===== config.mk =====
export PLATFORM = sky130hd
export DESIGN_NAME = adsr_voice_scheduler
export DESIGN_NICKNAME = d
export VERILOG_FILES = /design/src/rtl/adsr_pkg.sv /design/src/rtl/voice_alloc.sv /design/src/rtl/adsr_voice_scheduler.sv
export SDC_FILE = /design/constraint.sdc
export NUM_CORES = 1
export LEC_CHECK = 0
export ABC_CLOCK_PERIOD_IN_PS = 3400
export CORE_UTILIZATION = 52
export DETAILED_ROUTE_END_ITERATION = 6
export GPL_TIMING_DRIVEN = 0
export PLACE_DENSITY = 0.86
export SYNTH_ARGS = -nofsm -noshare
export SYNTH_HDL_FRONTEND = slang
export SYNTH_HIERARCHICAL = 1
export SYNTH_SLANG_ARGS = --single-unit

===== constraint.sdc =====
create_clock -name clk -period 3.4 [get_ports clk]
set_clock_uncertainty 0.15 [all_clocks]
set_input_delay 0.68 -clock clk [delete_from_list [all_inputs] [get_ports clk]]
set_output_delay 0.68 -clock clk [all_outputs]
set_load 0.01 [all_outputs]

===== src/rtl/adsr_pkg.sv =====
// adsr_pkg: shared definitions for the ADSR voice scheduler slice.
//   - Default voice count and select width.
//   - MIDI note width.
//   - Scan FSM state encoding, used by adsr_voice_scheduler.
package adsr_pkg;

  localparam int unsigned VOICES_DEF = 8;
  localparam int unsigned VBITS_DEF  = 3;
  localparam int unsigned NOTE_W     = 7;

  typedef enum logic [2:0] {
    ST_WAIT   = 3'd0,
    ST_SETTLE = 3'd1,
    ST_RUN    = 3'd2,
    ST_WRITE  = 3'd3,
    ST_DONE   = 3'd4
  } scan_state_t;

endpackage


===== src/rtl/voice_alloc.sv =====
// voice_alloc: holds the per-voice gate and note number and allocates voices
// from note-on/note-off events.
//   clk, rst_n        clock, synchronous active-low reset
//   note_on, note_off single-cycle event strobes qualified by note
//   note              MIDI note number
//   voice_gate        per-voice gate vector
//   voice_note        per-voice note, voice v at [7v+6:7v]
//   drop              one-cycle pulse when a note_on found no free voice
// Optional: ADSR_VOICE_STEAL_EN makes a note_on with every voice gated take
// over the voice at a round-robin steal pointer instead of being discarded.
module voice_alloc
  import adsr_pkg::*;
#(
  parameter int unsigned VOICES = VOICES_DEF,
  parameter int unsigned VBITS  = VBITS_DEF
) (
  input  logic                     clk,
  input  logic                     rst_n,
  input  logic                     note_on,
  input  logic                     note_off,
  input  logic [NOTE_W-1:0]        note,
  output logic [VOICES-1:0]        voice_gate,
  output logic [NOTE_W*VOICES-1:0] voice_note,
  output logic                     drop
);

  logic [NOTE_W-1:0] notes [VOICES];
  logic [VOICES-1:0] gates;
  logic [VOICES-1:0] gate_off;
  logic              hit;
  logic              free_found;
  logic [VBITS-1:0]  free_idx;
`ifdef ADSR_VOICE_STEAL_EN
  logic [VBITS-1:0]  steal_ptr;
`endif

  // note_off is resolved first; retrigger match and free search both look at
  // the post-note_off gates, so an on/off pair on the same note reallocates.
  always_comb begin
    gate_off   = gates;
    hit        = 1'b0;
    free_found = 1'b0;
    free_idx   = '0;
    for (int unsigned v = 0; v < VOICES; v++) begin
      if (note_off && gates[v] && (notes[v] == note))
        gate_off[v] = 1'b0;
      if (gate_off[v] && (notes[v] == note))
        hit = 1'b1;
      if (!gate_off[v] && !free_found) begin
        free_found = 1'b1;
        free_idx   = VBITS'(v);
      end
    end
  end

  always_ff @(posedge clk) begin
    if (!rst_n) begin
      gates <= '0;
      drop  <= 1'b0;
      for (int unsigned v = 0; v < VOICES; v++)
        notes[v] <= '0;
`ifdef ADSR_VOICE_STEAL_EN
      steal_ptr <= '0;
`endif
    end else begin
      gates <= gate_off;
      drop  <= 1'b0;
      if (note_on && !hit) begin
        if (free_found) begin
          gates[free_idx] <= 1'b1;
          notes[free_idx] <= note;
`ifdef ADSR_VOICE_STEAL_EN
          steal_ptr <= steal_ptr + VBITS'(1);
`endif
        end else begin
`ifdef ADSR_VOICE_STEAL_EN
          notes[steal_ptr] <= note;
          steal_ptr        <= steal_ptr + VBITS'(1);
`endif
          drop <= 1'b1;
        end
      end
    end
  end

  assign voice_gate = gates;

  for (genvar v = 0; v < VOICES; v++) begin : g_pack
    assign voice_note[v*NOTE_W +: NOTE_W] = notes[v];
  end

endmodule


===== src/rtl/adsr_voice_scheduler.sv =====
// adsr_voice_scheduler: per sample frame, walks every voice slot of the
// RAM-based ADSR envelope engine (settle, ena0, ena1 per slot) and allocates
// voices from note events.
//   clk, rst_n        clock, synchronous active-low reset
//   note_on, note_off single-cycle note event strobes; note qualifies them
//   sel               voice index to the envelope engine
//   ena0, ena1        envelope state-machine / write-back enables
//   gate              gate of voice sel
//   voice_gate        per-voice gate vector
//   voice_note        per-voice note, voice v at [7v+6:7v]
//   frame_done        one-cycle pulse after the last voice's ena1
//   drop              one-cycle pulse when a note_on found no free voice
// Optional: define ADSR_VOICE_STEAL_EN to enable voice stealing in voice_alloc.
module adsr_voice_scheduler
  import adsr_pkg::*;
#(
  parameter int unsigned VOICES   = VOICES_DEF,
  parameter int unsigned VBITS    = VBITS_DEF,
  parameter int unsigned TICK_DIV = 1562
) (
  input  logic                     clk,
  input  logic                     rst_n,
  input  logic                     note_on,
  input  logic                     note_off,
  input  logic [6:0]               note,
  output logic [VBITS-1:0]         sel,
  output logic                     ena0,
  output logic                     ena1,
  output logic                     gate,
  output logic [VOICES-1:0]        voice_gate,
  output logic [7*VOICES-1:0]      voice_note,
  output logic                     frame_done,
  output logic                     drop
);

  localparam int unsigned DIV_W = $clog2(TICK_DIV);

  logic [DIV_W-1:0] div;
  logic             tick;
  scan_state_t      state, state_nx;
  logic [VBITS-1:0] sel_nx;

  assign tick = (div == DIV_W'(TICK_DIV - 1));

  always_ff @(posedge clk) begin
    if (!rst_n)
      div <= '0;
    else if (tick)
      div <= '0;
    else
      div <= div + DIV_W'(1);
  end

  always_ff @(posedge clk) begin
    if (!rst_n) begin
      state <= ST_WAIT;
      sel   <= '0;
    end else begin
      state <= state_nx;
      sel   <= sel_nx;
    end
  end

  // SETTLE gives the envelope RAM one cycle to read slot sel before ena0.
  always_comb begin
    state_nx   = state;
    sel_nx     = sel;
    ena0       = 1'b0;
    ena1       = 1'b0;
    frame_done = 1'b0;
    unique case (state)
      ST_WAIT: begin
        if (tick) begin
          sel_nx   = '0;
          state_nx = ST_SETTLE;
        end
      end
      ST_SETTLE: state_nx = ST_RUN;
      ST_RUN: begin
        ena0     = 1'b1;
        state_nx = ST_WRITE;
      end
      ST_WRITE: begin
        ena1 = 1'b1;
        if (sel == VBITS'(VOICES - 1)) begin
          state_nx = ST_DONE;
        end else begin
          sel_nx   = sel + VBITS'(1);
          state_nx = ST_SETTLE;
        end
      end
      ST_DONE: begin
        frame_done = 1'b1;
        sel_nx     = '0;
        state_nx   = ST_WAIT;
      end
      default: state_nx = ST_WAIT;
    endcase
  end

  voice_alloc #(
    .VOICES (VOICES),
    .VBITS  (VBITS)
  ) u_alloc (
    .clk        (clk),
    .rst_n      (rst_n),
    .note_on    (note_on),
    .note_off   (note_off),
    .note       (note),
    .voice_gate (voice_gate),
    .voice_note (voice_note),
    .drop       (drop)
  );

  assign gate = voice_gate[sel];

endmodule


==> results of run 1 <==
state kept, by name, summed over array words and instances, names as in the netlist:
name,count
u_alloc/notes,56
div,11
u_alloc/voice_gate,8
sel,3
state,3
u_alloc/drop,1
area by class of cell:
cell class,count,area share (%)
Buffer,20,2.57
Clock buffer,9,2.34
Clock inverter,7,1.77
Inverter,16,1.13
Multi-Input combinational cell,268,34.3
Sequential cell,82,41.5
Tap cell,102,2.41
Timing Repair Buffer,74,14.0
layer usage:
metal	share of wire [%]	GRT usage, %	vias to the layer above
li1	-	-	1573
met1	38	33.8	1625
met2	50	47.5	205
met3	9.7	7.46	21
met4	1.8	10.5	0
met5	0	0	-
worst min-delay path by stage:
stage / startpoint / end / slack [ns] / cells past startpoint
after floorplan: div[0] / div[0] / 0.32 / 1
after global placement: sel[2] / sel[2] / 0.35 / 2
after detailed placement: div[0] / div[0] / 0.35 / 1
after CTS: div[0] / div[0] / 0.37 / 1
after global routing: sel[1] / sel[1] / 0.41 / 2
final: div[0] / div[0] / 0.38 / 1
cells by family (layout without fill, tap and decap cells):
family | Yosys count | count (layout) | synth area share (%)
simple gates | 160 | 160 | 20.7
fa+ha+maj | 4 | 4 | 1.19
flops | 82 | 82 | 52.3
mux | 6 | 6 | 2.05
xor+xnor | 65 | 65 | 13.5
compound gates | 33 | 33 | 5.64
buf+inv | 36 | 126 | 4.66
cell usage in the layout (no fill, tap or decap), drive strengths merged, types with 19 or more instances in the layout:
| cell | n |
|---|---|
| nor3 | 59 |
| nor2 | 22 |
| edfxtp | 56 |
| clkdlybuf4s50 | 74 |
| nand2 | 25 |
| xor2 | 19 |
| xnor2 | 46 |
| dfxtp | 26 |
| nand4 | 21 |
report_power, final:
| group | total, mW | internal [mW] | leakage, nW | switching, mW |
|---|---|---|---|---|
| Combinational | 0.306 | 0.136 | 0.909 | 0.170 |
| Clock | 0.770 | 0.412 | 0.107 | 0.358 |
| Sequential | 1.14 | 1.11 | 0.788 | 0.0389 |
stage by stage:
stage               util, %  setup TNS (ns)  setup WS (ns)  cells
floorplan                 -               0          0.288    386
global placement       65.4           -1.63         -0.150    562
detailed placement     65.4           -4.23         -0.216    562
CTS                    68.2               0          0.163    578
global route           68.2               0         0.0218    578
finish                 68.2               0          0.211    578
==> flow_summary.yaml, run 1 <==
sta:
  maxSlewViolCount: 0
  max_freq_ghz: 0.314
  maxSlewHeadroom_pct: 33.6
  hold_viol_final: 0
  post-route-period-util_pct: 93.8
  final.hold.worst_slack_ns: 0.378
  rsz0062_at_grt: "false"
  worst_pin_slew_ns: 0.986
  setup_violations: 0
  min_period_ns: 3.19
yosys:
  syn-cell-area_um2: 4210
  async_flop_share_pct: 0
  synthesis.nets: 401
  synth_edf_count: 56
  synth_common_cells: "sky130_fd_sc_hd__nor3_1 (59), sky130_fd_sc_hd__edfxtp_1 (56), sky130_fd_sc_hd__xnor2_1 (46)"
  ys_seq_elements: 82
  cell_taking_the_most_area_after_synthesis: "sky130_fd_sc_hd__edfxtp_1"
  syn_avg_cell_area_um2: 10.9
  synthDominantCellAreaShare_pct: 39.9
  synth_seq_area_share_pct: 52.3
  ys_types: 47
  ys_dominant_reg_cell: "sky130_fd_sc_hd__edfxtp_1"
  netlist_instances: 386
  netlist_top_cells_area: "sky130_fd_sc_hd__edfxtp_1 (40%), sky130_fd_sc_hd__dfxtp_1 (12%), sky130_fd_sc_hd__xnor2_1 (9.6%)"
  ys.warnings.count: 6
  yosysMostFrequentCell: "sky130_fd_sc_hd__nor3_1"
worst_setup_path:
  timing.critical_path.arrival_ns: 3.03
  regToRegEndpoint: "u_alloc/notes[3][1]"
  r2r_cells: 7
  endpoint_kind: "flop"
  path_depth: 8
  reg2reg_from: "u_alloc/notes[5][2]"
  register_to_register_setup_slack_ns: 0.26
  cpLargestDelayFamily: "compound AO/OA/AOI/OAI gates"
  timing.critical_path.from_type: "primary input"
  timing_worst_setup_path_type: "primary input to flop"
  worst_path_max_delay_cell: "sky130_fd_sc_hd__o21ai_0"
  cp_num_buf_inv: 2
  crit_path_start: "note[2]"
  worstSetupEndpoint: "u_alloc/notes[3][1]"
  crit_path_max_incr_delay_ns: 0.80
  critical_path.cell_chain: "buf_6 > xor2_1 > nor4_1 > and4_4 > o41ai_4 > nand3_2 > buf_2 > o21ai_0"
  crit_path_max_fanout: 10
  crit_required_ns: 3.24
grt:
  grt_pass1_vias: 3436
  grt_pass1_wl_mm: 17.6
  initial_antenna_violation_count: 0
  grt_max_degree: 15
  grt_total_ovfl: 0
  global_route.usage.total_pct: 27.9
clocking:
  clockBufferDepth: 2
  numClockSinks: 82
  htree_levels: 3
  cts_inserted_buffers: 9
  worstSkewPairLatency_ns: 0.36
  cts_tree: "yes"
  cts_resized: 0
  worst_setup_hold_path_clk_slew_ns: 0.08
  cts.hold.buffers_added: 0
  cts_post_setup_buffers_inserted: 0
  cts-root-buf: "sky130_fd_sc_hd__clkbuf_8"
die:
  ios: 83
  site_row_count: 32
  initial_utilization_pct: 54.3
  die-area_um2: 8470
  die_h_um: 92.0
  die_x_um: 92.0
  area_of_the_core_um2: 7770
drt:
  detailroute.via_count: 3424
  remaining_drc_errors: 0
  avgViaCountPerCell: 5.92
  first_pass_iters: 7
  wl_mm: 11.1
  postRouteAntennaNets: 0
  first_iter_violations: 403
  detail_route.wl_per_cell_um: 19.3
finish:
  fin_nets: 486
  antennaDiodeCount: 0
  multi_input_comb_area_um2: 1820
  drive_gt1_share_pct: 9.24
  fin_area_um2: 5300
  fillers: 593
  layout.area.seq_um2: 2200
  syn_to_final_growth_pct: 25.8
placement:
  instance_area_after_placement_um2: 5080
  placement.io_buffers: 74
  hpwlAfterDp_mm: 7.94
  gpl.final_weighted_congestion: 0.897
run_status:
  run_status: "complete, no violations"
power_and_ir_drop:
  total_power_mw: 2.22
  cellLeakagePower_nw: 1.80
  max-vdd-ir-drop_v: 0.000233
  power_per_cell_area_nw_per_um2: 419
run:
  cap_viol_max_count: 0
hold_path:
  hp-class: "flop to flop"
Note: power is estimated with default switching activity, not from simulation.
==> inputs of run 2 (changes only) <==
Settings changed: CORE_MARGIN set to 10.
==> run 2 against run 1 <==
Effect of this change:
- worst setup slack got worse by 0.15 ns
- die area up 43%
- sequential cell count stayed put
- critical path depth is 1 lower
- sequential power about the same
- critical path type unchanged
- critical endpoint is now u_alloc/notes[5][6]
- largest cell class unchanged
- largest power group unchanged
- highest routed layer unchanged
==> flow_summary.yaml, run 2 (synthesis results as in run 1) <==
placement:
  hpwlAfterDp_mm: 8.82
  placement.io_buffers: 74
  gpl.final_weighted_congestion: 0.881
sta:
  setup_violations: 0
  rsz0062_at_grt: "false"
  totalNegativeSetupSlack_ns: 0
  post-route-period-util_pct: 98.3
  maxSlewViolCount: 0
  min_period_ns: 3.34
  max_freq_ghz: 0.299
  worst_pin_slew_ns: 0.982
  hold_viol_final: 0
  maxSlewHeadroom_pct: 33.8
worst_setup_path:
  timing.critical_path.from_type: "primary input"
  crit_path_max_incr_delay_ns: 0.83
  worstSetupEndpoint: "u_alloc/notes[5][6]"
  regToRegEndpoint: "u_alloc/notes[5][6]"
  crit_path_max_fanout: 10
  crit_path_start: "note[6]"
  critical_path.cell_chain: "buf_4 > xor2_1 > nand4b_1 > o21ai_0 > nor4_4 > nand3b_2 > o21ai_0"
  register_to_register_setup_slack_ns: 0.19
  endpoint_kind: "flop"
  cp_common_cell: "sky130_fd_sc_hd__o21ai_0"
  timing.critical_path.arrival_ns: 3.17
  cpLargestDelayFamily: "compound AO/OA/AOI/OAI gates"
  cp_num_buf_inv: 1
  crit_required_ns: 3.23
  worst_path_max_delay_cell: "sky130_fd_sc_hd__o21ai_0"
  timing_worst_setup_path_type: "primary input to flop"
  path_depth: 7
  r2r_cells: 6
  reg2reg_from: "u_alloc/notes[0][6]"
clocking:
  cts_tree: "yes"
  cts_inserted_buffers: 9
  clockBufferDepth: 2
  htree_levels: 3
  worstSkewPairLatency_ns: 0.36
  cts-root-buf: "sky130_fd_sc_hd__clkbuf_8"
  numClockSinks: 82
  cts_post_setup_buffers_inserted: 0
  worst_setup_hold_path_clk_slew_ns: 0.08
run:
  cap_viol_max_count: 0
grt:
  global_route.usage.total_pct: 19.9
  grt_max_degree: 16
  initial_antenna_violation_count: 0
  grt_pass1_vias: 3491
  grt_pass1_wl_mm: 18.4
  grt_total_ovfl: 0
finish:
  drive_gt1_share_pct: 9.45
  fin_nets: 486
  final_core_util_pct: 68.3
  mostFrequentLayoutCell: "sky130_fd_sc_hd__clkdlybuf4s50_1"
  syn_to_final_growth_pct: 26.5
  final_cell_mix: "sky130_fd_sc_hd__clkdlybuf4s50_1 (74), sky130_fd_sc_hd__nor3_1 (59), sky130_fd_sc_hd__edfxtp_1 (56), sky130_fd_sc_hd__xnor2_1 (46), sky130_fd_sc_hd__dfxtp_1 (26)"
  regMostFlops: "u_alloc/notes"
  antennaDiodeCount: 0
  largest_register_ff_count: 56
power_and_ir_drop:
  clkPwrFrac_pct: 37.0
  max-vdd-ir-drop_v: 0.000380
  cell_internal_pwr_mw: 1.74
  power_per_cell_area_nw_per_um2: 435
  switching_share_pct: 25.0
  switchingPower_uw: 580
  total_power_mw: 2.32
  power_frac_comb_pct: 13.6
  seqPwrFrac_pct: 49.4
  cellLeakagePower_nw: 1.82
drt:
  detail_route.wl_per_cell_um: 21.1
  wl_mm: 12.2
  postRouteAntennaNets: 0
  first_iter_violations: 486
  detailroute.via_count: 3502
  first_pass_iters: 6
  avgViaCountPerCell: 6.06
  remaining_drc_errors: 0
hold_path:
  hp-class: "flop to flop"
die:
  die-area_um2: 12100
  die_h_um: 110
  initial_utilization_pct: 54.0
  ios: 83
  area_of_the_core_um2: 7810
  die_x_um: 110
  site_row_count: 32
run_status:
  run_status: "complete, no violations"
==> run 2: cell types whose count changed in the layout (fill, tap and decap cells not counted) <==
cell                         previous run  this run
sky130_fd_sc_hd__clkinvlp_4             1         0
sky130_fd_sc_hd__inv_6                  0         2
sky130_fd_sc_hd__bufinv_16              2         3
sky130_fd_sc_hd__clkinv_1               1         0
sky130_fd_sc_hd__clkinv_2               1         0
==> run 2: what timing repair did <==
action	CTS	global route
hold buffers	0	0
endpoints found under the setup margin	0	7
resized for setup	0	1
==> run 2: final cells by class <==
type | instances | area (um^2)
fillers | 571 | 2480
flip-flops and latches | 82 | 2200
multi-input cells | 268 | 1820
repair buffers | 74 | 741
plain buffers | 20 | 136
well taps | 102 | 128
clock inverters | 7 | 125
clock buffers | 9 | 124
inverters | 16 | 60.1
==> run 2: worst register-to-register path, cell delays in order, from the launching register on <==
cell and delay [ns]:
sky130_fd_sc_hd__edfxtp_1 0.44, sky130_fd_sc_hd__xor2_1 0.23, sky130_fd_sc_hd__nand4b_1 0.19, sky130_fd_sc_hd__o21ai_0 0.26, sky130_fd_sc_hd__nor4_4 0.47, sky130_fd_sc_hd__nand3b_2 0.26
sky130_fd_sc_hd__o21ai_0 0.83
==> run 2: metal layers <==
layer,vias up,part of all wire [%],GRT usage (%)
met5,-,0,0
met4,0,3.0,8.18
met3,49,12,6.15
met2,259,50,34.5
met1,1625,35,22.3
li1,1569,-,-
==> run 2: worst min-delay path by stage <==
| stage | startpoint | endpoint | slack, ns | depth (start not counted) |
|---|---|---|---|---|
| finish | div[10] | div[10] | 0.37 | 2 |
| global route | sel[2] | sel[2] | 0.41 | 2 |
| CTS | div[10] | div[10] | 0.37 | 2 |
| detailed placement | div[0] | div[0] | 0.36 | 1 |
| global placement | div[10] | div[10] | 0.35 | 2 |
| floorplan | div[0] | div[0] | 0.32 | 1 |
==> run 2: power groups by stage <==
stage	clock, mW	sequential [mW]	combinational (mW)
2_1_floorplan	0	1.17	0.163
3_3_place_gp	0	1.16	0.296
3_5_place_dp	0	1.17	0.306
4_1_cts	0.867	1.14	0.310
5_1_grt	0.911	1.15	0.332
6_report	0.858	1.14	0.314
==> run 2: through the flow <==
step | setup WS [ns] | area (um^2) | hold slack, ns | instances
floorplan | 0.288 | 4210 | 0.318 | 386
global placement | -0.119 | 5080 | 0.346 | 562
detailed placement | -0.193 | 5080 | 0.360 | 562
CTS | 0.105 | 5330 | 0.370 | 578
global route | 0.0152 | 5330 | 0.414 | 578
finish | 0.0569 | 5330 | 0.370 | 578
==> inputs of run 3 (changes only) <==
Settings changed: ABC_CLOCK_PERIOD_IN_PS 3400 to 2800, CORE_UTILIZATION 52 to 47, PLACE_DENSITY 0.86 to 0.83.
Clock period 3.4 ns to 2.8 ns, I/O delays scaled along.
==> run 3 against run 2 <==
Effect of this change:
- cell count is 1.4% higher
- critical path depth stayed put
- register-to-register slack worse by 0.13 ns
- worst hold slack worse by 0.0032 ns
- sequential power is 22% higher
- clock power is 7.6% higher
- worst setup slack worse by 0.0019 ns
- design area is 1.1% higher
- non-clock buffer count is 2 higher
- first-iteration DRC count is 23% lower
- die area is 8.7% higher
==> flow_summary.yaml, run 3 (synthesis results as in run 1) <==
die:
  ios: 83
  initial_utilization_pct: 48.3
  die_h_um: 115
  die-area_um2: 13200
  area_of_the_core_um2: 8720
  site_row_count: 34
  die_x_um: 115
clocking:
  clockBufferDepth: 2
  cts_inserted_buffers: 9
  cts.hold.buffers_added: 0
  htree_levels: 3
  worst_setup_hold_path_clk_slew_ns: 0.08
  cts_tree: "yes"
  cts-root-buf: "sky130_fd_sc_hd__clkbuf_8"
  numClockSinks: 82
  worstSkewPairLatency_ns: 0.35
drt:
  postRouteAntennaNets: 0
  detail_route.wl_per_cell_um: 19.9
  remaining_drc_errors: 0
  wl_mm: 11.7
  detailroute.via_count: 3407
  avgViaCountPerCell: 5.81
  first_iter_violations: 375
  first_pass_iters: 5
sta:
  maxSlewViolCount: 0
  maxSlewHeadroom_pct: 34.7
  min_period_ns: 2.74
  hold_viol_final: 0
  setup_slack_ns: 0.0550
  rsz0062_at_grt: "true"
  max_freq_ghz: 0.364
  post-route-period-util_pct: 98.0
  worst_pin_slew_ns: 0.980
  setup_violations: 0
worst_setup_path:
  crit_path_max_incr_delay_ns: 0.59
  timing.critical_path.from_type: "primary input"
  cp_num_buf_inv: 1
  timing.critical_path.arrival_ns: 2.62
  timing_worst_setup_path_type: "primary input to flop"
  critical_path.cell_chain: "buf_4 > xor2_1 > nand4b_1 > nor2_1 > nor2_1 > nand2_1 > o21ai_2"
  endpoint_kind: "flop"
  crit_path_max_fanout: 10
  worst_path_max_delay_cell: "sky130_fd_sc_hd__nor2_1"
  cpLargestDelayFamily: "simple AND/OR/NAND/NOR gates"
  crit_required_ns: 2.67
  cp_common_cell: "sky130_fd_sc_hd__nor2_1"
grt:
  grt_total_ovfl: 0
  global_route.usage.total_pct: 17.8
  grt_max_degree: 14
  grt_pass1_wl_mm: 18.2
  initial_antenna_violation_count: 0
  grt_pass1_vias: 3426
finish:
  final_cell_mix: "sky130_fd_sc_hd__clkdlybuf4s50_1 (74), sky130_fd_sc_hd__nor3_1 (59), sky130_fd_sc_hd__edfxtp_1 (56), sky130_fd_sc_hd__xnor2_1 (46)"
  post_layout_nonfiller_instances: 586
  antennaDiodeCount: 0
  regMostFlops: "u_alloc/notes"
  largest_register_ff_count: 56
  drive_gt1_share_pct: 11.5
  fin_nets: 488
  mostFrequentLayoutCell: "sky130_fd_sc_hd__clkdlybuf4s50_1"
  syn_to_final_growth_pct: 27.9
placement:
  placement.io_buffers: 74
  dp_slack_ns: -0.573
  gpl.final_weighted_congestion: 0.930
  dp_cells: 568
  hpwlAfterDp_mm: 8.61
power_and_ir_drop:
  cellLeakagePower_nw: 1.83
  total_power_mw: 2.70
  power_per_cell_area_nw_per_um2: 500
  max-vdd-ir-drop_v: 0.000270
run:
  cap_viol_max_count: 0
hold_path:
  hp-class: "flop to flop"
run_status:
  run_status: "complete, no violations"
## run 3: cell count changes in the layout (fill, tap and decap cells not counted), sizes merged
cell / previous run / this run
buf: 15 / 17
bufinv: 3 / 2
clkbuf: 14 / 15
clkinv: 2 / 3
clkinvlp: 0 / 1
inv: 18 / 16
## run 3: per-layer routing
layer | vias up | GRT usage (%) | routed length [um]
met5 | - | 0 | 0
met4 | 0 | 8.17 | 275
met3 | 24 | 5.19 | 1200
met2 | 206 | 30.1 | 5870
met1 | 1608 | 20.4 | 4300
li1 | 1569 | - | -
## run 3: worst min-delay path: cells and delay by family (launching register included)
kind | cells | cell delay, ns
DFF | 1 | 0.32
AOI/OAI and AO/OA | 2 | 0.15
## run 3: final timing paths
check	startpoint	endpoint	slack [ns]	cells past startpoint
hold reg to reg	div[10]	div[10]	0.37	2
hold / removal	div[10]	div[10]	0.37	2
setup / recovery	note[6]	u_alloc/notes[1][4]	0.06	7
setup reg to reg	u_alloc/notes[7][0]	u_alloc/notes[3][0]	0.06	7
## run 3: cell type report
cell class                      instances  area, um^2
Fill cell                             660        3330
Sequential cell                        82        2210
Multi-Input combinational cell        268        1890
Timing Repair Buffer                   76         756
Buffer                                 20         136
Tap cell                              108         135
Clock buffer                           10         128
Clock inverter                          6        81.3
Inverter                               16        60.1
## run 3: repair_timing
action	in CTS	in global routing
gates resized for setup	13	7
setup endpoints to repair	57	57
endpoints found under the hold margin	0	0
setup buffers	0	2
cloned	0	0
pin swaps	0	2
## run 3: metrics by stage
step | area [um^2] | utilization, % | TNS [ns] | hold slack, ns
after floorplan | 4210 | - | -2.75 | 0.318
after global placement | 5090 | 58.4 | -23.18 | 0.343
after detailed placement | 5090 | 58.4 | -26.53 | 0.357
after CTS | 5330 | 61.1 | 0 | 0.371
after global routing | 5390 | 61.8 | -3.55 | 0.404
final | 5390 | 61.8 | 0 | 0.367
## run 3: where the power goes
part / switching [mW] / internal [mW] / leakage [nW]
Clock: 0.426 / 0.497 / 0.104
Sequential: 0.0460 / 1.34 / 0.789
Combinational: 0.217 / 0.169 / 0.935
Total: 0.689 / 2.01 / 1.83
